### config.mk
export PLATFORM = sky130hd
export DESIGN_NAME = control_sequencer
export DESIGN_NICKNAME = d
export VERILOG_FILES = /design/src/rtl/control_sequencer.sv
export SDC_FILE = /design/constraint.sdc
export NUM_CORES = 1
export LEC_CHECK = 0
export CAP_MARGIN = 20
export CORE_MARGIN = 5
export CORE_UTILIZATION = 43
export CTS_CLUSTER_SIZE = 24
export DETAILED_ROUTE_END_ITERATION = 7
export PLACE_DENSITY = 0.86
export SETUP_SLACK_MARGIN = 0.15
export SYNTH_ARGS = -nofsm -noshare
export SYNTH_HDL_FRONTEND = slang
export SYNTH_SLANG_ARGS = --single-unit
### constraint.sdc
create_clock -name clk -period 2.4 [get_ports clk]
set_clock_uncertainty 0.15 [all_clocks]
set_input_delay 0.48 -clock clk [delete_from_list [all_inputs] [get_ports clk]]
set_output_delay 0.48 -clock clk [all_outputs]
set_load 0.005 [all_outputs]
### src/rtl/control_sequencer.sv
// ---------------------------------------------------------------------------
// control_sequencer
//
// Microprogram sequencer sitting directly in front of the microcode control
// memory. Each cycle it issues a registered micro-address: it walks the fetch
// routine, idles on the NOP word while the instruction register settles, then
// dispatches to the per-opcode execute routine through DISPATCH_MAP and
// DISPATCH_LEN. The HLT bit of the registered control word coming back from
// the memory stops the machine until reset.
//
// Ports
//   clk                 in   rising-edge clock
//   reset_control_word  in   asynchronous active-high reset
//   stall               in   hold state, step and control_addr
//   opcode[3:0]         in   instruction register opcode field
//   control_word[9:0]   in   registered control memory word, bit 9 = HLT
//   control_addr        out  registered micro-address to control memory
//   halted              out  high in HALT
//   seq_error           out  sticky dispatch-range error
//   in_fetch            out  high while fetch addresses are issued
//   step[2:0]           out  micro-step index within the current routine
// ---------------------------------------------------------------------------
module control_sequencer #(
    parameter int          ADDR_W       = 4,
    parameter int          MEM_DEPTH    = 11,
    parameter int          FETCH_BASE   = 0,
    parameter int          FETCH_LEN    = 3,
    parameter int          NOP_ADDR     = 10,
    parameter int          DECODE_WAIT  = 2,
    parameter logic [63:0] DISPATCH_MAP = 64'h0,
    parameter logic [47:0] DISPATCH_LEN = 48'h0
) (
    input  logic              clk,
    input  logic              reset_control_word,
    input  logic              stall,
    input  logic [3:0]        opcode,
    input  logic [9:0]        control_word,
    output logic [ADDR_W-1:0] control_addr,
    output logic              halted,
    output logic              seq_error,
    output logic              in_fetch,
    output logic [2:0]        step
);

    typedef enum logic [1:0] {
        S_FETCH = 2'd0,
        S_DWAIT = 2'd1,
        S_EXEC  = 2'd2,
        S_HALT  = 2'd3
    } state_t;

    localparam int                WAIT_W       = (DECODE_WAIT > 1) ? $clog2(DECODE_WAIT) : 1;
    localparam logic [WAIT_W-1:0] WAIT_LAST    = WAIT_W'(DECODE_WAIT - 1);
    localparam logic [ADDR_W-1:0] FETCH_BASE_A = ADDR_W'(FETCH_BASE);
    localparam logic [ADDR_W-1:0] NOP_A        = ADDR_W'(NOP_ADDR);
    localparam logic [2:0]        FETCH_LAST   = 3'(FETCH_LEN - 1);
    localparam logic [4:0]        ADDR_MAX     = 5'(MEM_DEPTH - 1);

    state_t              r_state, w_state_next;
    logic [ADDR_W-1:0]   r_addr, w_addr_next;
    logic [2:0]          r_step, w_step_next;
    logic [WAIT_W-1:0]   r_wait, w_wait_next;
    logic [ADDR_W-1:0]   r_exec_base, w_exec_base_next;
    logic [2:0]          r_exec_len, w_exec_len_next;
    logic                r_err, w_err_next;
    logic                r_halted;
    logic                r_in_fetch;

    // Unpack the dispatch tables once so the opcode lookup is a plain mux.
    logic [3:0] w_map [16];
    logic [2:0] w_len [16];

    genvar gi;
    generate
        for (gi = 0; gi < 16; gi++) begin : g_disp
            assign w_map[gi] = DISPATCH_MAP[gi*4 +: 4];
            assign w_len[gi] = DISPATCH_LEN[gi*3 +: 3];
        end
    endgenerate

    logic [ADDR_W-1:0] w_disp_start;
    logic [2:0]        w_disp_len;
    logic [4:0]        w_disp_end;
    logic              w_disp_bad;
    logic              w_dispatch;
    logic              w_hlt;
    logic [2:0]        w_step_inc;
    logic              w_unused_cw;

    assign w_disp_start = ADDR_W'(w_map[opcode]);
    assign w_disp_len   = w_len[opcode];
    // Five bits so that start 15 + length 7 cannot wrap back into range.
    assign w_disp_end   = 5'(w_map[opcode]) + 5'(w_disp_len) - 5'd1;
    assign w_disp_bad   = (w_disp_len != 3'd0) && (w_disp_end > ADDR_MAX);
    assign w_dispatch   = (r_state == S_DWAIT) && (r_wait == WAIT_LAST);
    assign w_hlt        = control_word[9] && (r_state != S_HALT);
    assign w_step_inc   = r_step + 3'd1;
    // Only the HLT bit matters here; the rest of the word drives the datapath.
    assign w_unused_cw  = ^control_word[8:0];

    always_comb begin
        w_state_next     = r_state;
        w_addr_next      = r_addr;
        w_step_next      = r_step;
        w_wait_next      = r_wait;
        w_exec_base_next = r_exec_base;
        w_exec_len_next  = r_exec_len;
        w_err_next       = r_err;

        // A bad dispatch is flagged even when HLT wins the same edge; a plain
        // stall merely postpones the dispatch decision.
        if (w_dispatch && w_disp_bad && (w_hlt || !stall)) begin
            w_err_next = 1'b1;
        end

        if (r_state == S_HALT) begin
            w_state_next = S_HALT;
        end else if (w_hlt) begin
            // The address already issued for the next cycle is dropped.
            w_state_next = S_HALT;
            w_addr_next  = NOP_A;
            w_step_next  = 3'd0;
        end else if (!stall) begin
            case (r_state)
                S_FETCH: begin
                    if (r_step == FETCH_LAST) begin
                        w_state_next = S_DWAIT;
                        w_addr_next  = NOP_A;
                        w_step_next  = 3'd0;
                        w_wait_next  = '0;
                    end else begin
                        w_step_next = w_step_inc;
                        w_addr_next = FETCH_BASE_A + ADDR_W'(w_step_inc);
                    end
                end
                S_DWAIT: begin
                    if (w_dispatch) begin
                        if (w_disp_len == 3'd0) begin
                            w_state_next = S_FETCH;
                            w_addr_next  = FETCH_BASE_A;
                            w_step_next  = 3'd0;
                        end else if (w_disp_bad) begin
                            w_state_next = S_HALT;
                            w_addr_next  = NOP_A;
                            w_step_next  = 3'd0;
                        end else begin
                            w_state_next     = S_EXEC;
                            w_addr_next      = w_disp_start;
                            w_step_next      = 3'd0;
                            w_exec_base_next = w_disp_start;
                            w_exec_len_next  = w_disp_len;
                        end
                    end else begin
                        w_wait_next = r_wait + WAIT_W'(1);
                    end
                end
                S_EXEC: begin
                    if (r_step == r_exec_len - 3'd1) begin
                        w_state_next = S_FETCH;
                        w_addr_next  = FETCH_BASE_A;
                        w_step_next  = 3'd0;
                    end else begin
                        w_step_next = w_step_inc;
                        w_addr_next = r_exec_base + ADDR_W'(w_step_inc);
                    end
                end
                default: begin
                    w_state_next = S_HALT;
                    w_addr_next  = NOP_A;
                end
            endcase
        end
    end

    always_ff @(posedge clk or posedge reset_control_word) begin
        if (reset_control_word) begin
            r_state     <= S_FETCH;
            r_addr      <= FETCH_BASE_A;
            r_step      <= 3'd0;
            r_wait      <= '0;
            r_exec_base <= '0;
            r_exec_len  <= 3'd0;
            r_err       <= 1'b0;
            r_halted    <= 1'b0;
            r_in_fetch  <= 1'b1;
        end else begin
            r_state     <= w_state_next;
            r_addr      <= w_addr_next;
            r_step      <= w_step_next;
            r_wait      <= w_wait_next;
            r_exec_base <= w_exec_base_next;
            r_exec_len  <= w_exec_len_next;
            r_err       <= w_err_next;
            r_halted    <= (w_state_next == S_HALT);
            r_in_fetch  <= (w_state_next == S_FETCH);
        end
    end

    assign control_addr = r_addr;
    assign halted       = r_halted;
    assign seq_error    = r_err;
    assign in_fetch     = r_in_fetch;
    assign step         = r_step;

endmodule
==> run summary <==
status -> finished, final reports clean
first-pass detailed-route iteration total -> 4
grt total ovfl -> 0
htree depth -> 1
Site Rows -> 15
register area share after synthesis -> 0.400
Startpoint Class -> register
initial antenna violation count -> 0
Routed Antenna Nets -> 0
Clock power frac -> 0.322
mapped cell area -> 753 µm²
Synth area leaders -> dfrtp_1 (37%), ha_1 (13%), a21oi_1 (6.0%), inv_1 (4.5%), mux2_4 (4.0%)
Root Buffer Master -> clkbuf_4
most frequent cells in the layout -> clkdlybuf4s50_1 (12), dfrtp_1 (11), a21oi_1 (9), inv_1 (9), ha_1 (8)
Slew Viols, Final -> 0
Sw Ratio -> 0.271
logic gate share of total power -> 0.224
post-CTS setup buffer count -> 0
critical path data required time -> 2.42 ns
worst min path class -> primary input to asynchronous set/reset pin
Layout Nets -> 117
Final Total Pwr -> 0.520 mW
Worst EP arrival -> 1.93 ns
most common cell after layout, fill and taps aside -> clkdlybuf4s50_1
biggest area consumer among synthesized cells -> dfrtp_1
vias in the first global route -> 633
sw power -> 0.141 mW
Seq cells post-synth -> 12
Hold Fails Final Rpt -> 0
minimum clock period after layout -> 1.92 ns
TritonCTS clock tree -> built
Gate Count Post-Synth -> 77
Syn Nets -> 102
VDD IR max -> 0.000333 V
Area growth syn-to-layout -> 22.1%
Clock Latency Late Sink -> 0.28 ns
initial drt markers -> 17
Flop pwr share -> 0.453
Static Leakage -> 0.410 nW
Internal -> 0.379 mW
Initial Utilization -> 0.446
R2R Path End -> step[1]$_DFFE_PP0P_
unrepaired setup endpoints after global routing -> false
DP Wirelength -> 1200 µm
first-pass GRT wire length -> 2800 µm
R2R cell count -> 6
# resized after CTS -> 0
cts bufs inserted -> 3
GP Congestion -> 0.845
Reg clk slew, reported paths -> 0.08 ns
Yosys cell types -> 32
crit end category -> register
max-cap violations -> 0
crit path kind -> register to register
# IOs -> 27
number of synthesized flops with an enable pin -> 0
fillers -> 141
clock sink count -> 12
CTS Buffer Depth -> 2
Power Dens Cells -> 565 nW/µm²
# DRC -> 0
Tcrit/Tclk final -> 0.798
Total Neg Setup Slack -> 0 ns
reg2reg setup slack -> 0.48 ns
DR vias -> 611
core area -> 1690 µm²
PortBufs -> 12
Post-synth ARST share -> 1.00
vias per cell -> 5.66
drt wl/cell -> 14.9 µm
FF-to-FF Start -> r_state[1]$_DFF_PP0_
hold buffers post-CTS -> 0
top cell type's share of synthesized area -> 0.365
layout cells sized above 1 -> 0.132
total wire length -> 1610 µm
CP max FO -> 5
Inserted Diodes -> 0
Ys Warns -> 0
Die Area -> 2690 µm²
Post-synth top flop -> dfrtp_1
final setup vio count -> 0
largest net degree at the start of global routing -> 13
Overall Global Routing Usage -> 0.139
Die Y -> 51.9 µm
Peak Freq -> 522 MHz
chip width -> 51.9 µm
syn_area_per_cell -> 9.78 µm²
==> critical path, stage by stage, from the launching register on <==
cell,delay (ns)
dfrtp_1,0.43
inv_1,0.12
ha_1,0.20
nor2b_2,0.18
o21ai_1,0.18
nor2b_4,0.23
mux2_4,0.31
==> worst max-delay path by stage <==
stage	to	cells past startpoint	start
final	step[1]$_DFFE_PP0P_	6	r_state[1]$_DFF_PP0_
after floorplan	step[0]$_DFFE_PP0P_	6	r_state[1]$_DFF_PP0_
after detailed placement	step[1]$_DFFE_PP0P_	5	control_word[9]
after global routing	step[1]$_DFFE_PP0P_	6	r_state[1]$_DFF_PP0_
after global placement	step[0]$_DFFE_PP0P_	5	control_word[9]
after CTS	in_fetch	1	in_fetch$_DFF_PP1_
==> power by group through the flow <==
stage / clock network (mW) / registers [mW] / logic [mW]
6_report: 0.167 / 0.236 / 0.117
3_5_place_dp: 0 / 0.240 / 0.116
5_1_grt: 0.183 / 0.239 / 0.128
2_1_floorplan: 0 / 0.239 / 0.0614
3_3_place_gp: 0 / 0.239 / 0.112
4_1_cts: 0.169 / 0.236 / 0.117
==> stage by stage <==
stage                     instance area [µm²]  hold WS, ns  setup WS [ns]  instances   util
after global placement                    883        0.334          0.336        104  0.523
after CTS                                 920        0.363          0.477        108  0.544
final                                     920        0.345          0.484        108  0.544
after global routing                      920        0.381          0.426        108  0.544
after floorplan                           753        0.194          0.679         77      -
after detailed placement                  883        0.353          0.267        104  0.523
==> Yosys cell counts, drive strengths merged (2+ instances only) <==
library cell	number
dfrtp	11
a21oi	9
inv	9
ha	8
nor2b	4
o21ai	4
nand2	3
nor2	3
nor3	3
mux2	2
nand2b	2
nand3	2
nor4	2
==> per-layer routing <==
metal	part of all wire	vias up	track usage
li1	-	292	-
met3	0.074	6	0.0372
met4	0.019	0	0.0655
met2	0.47	33	0.228
met5	0	-	0
met1	0.43	280	0.168
==> kinds of logic after synthesis <==
group	after synthesis	share of synthesized area
AND/OR/NAND/NOR	21	0.169
other	1	0.00498
buffers and inverters	11	0.0598
multiplexers	3	0.0532
AO/OA/AOI/OAI	21	0.179
adder cells (fa/ha/maj)	8	0.133
flip-flops	12	0.400
==> state kept, by name, summed over array words and instances, names as in the netlist <==
signal and count:
control_addr 4, halted 1, in_fetch 1, r_state 2
r_wait 1, step 3
==> cell type report <==
cell class / instances / area, µm² / share of cell area
repair buffers: 12 / 120 / 0.131
well taps: 17 / 21.3 / 0.0231
inverters: 9 / 33.8 / 0.0367
clock buffers: 4 / 36.3 / 0.0395
flip-flops and latches: 12 / 302 / 0.328
multi-input cells: 54 / 407 / 0.442
(Power assumes the default switching activity.)
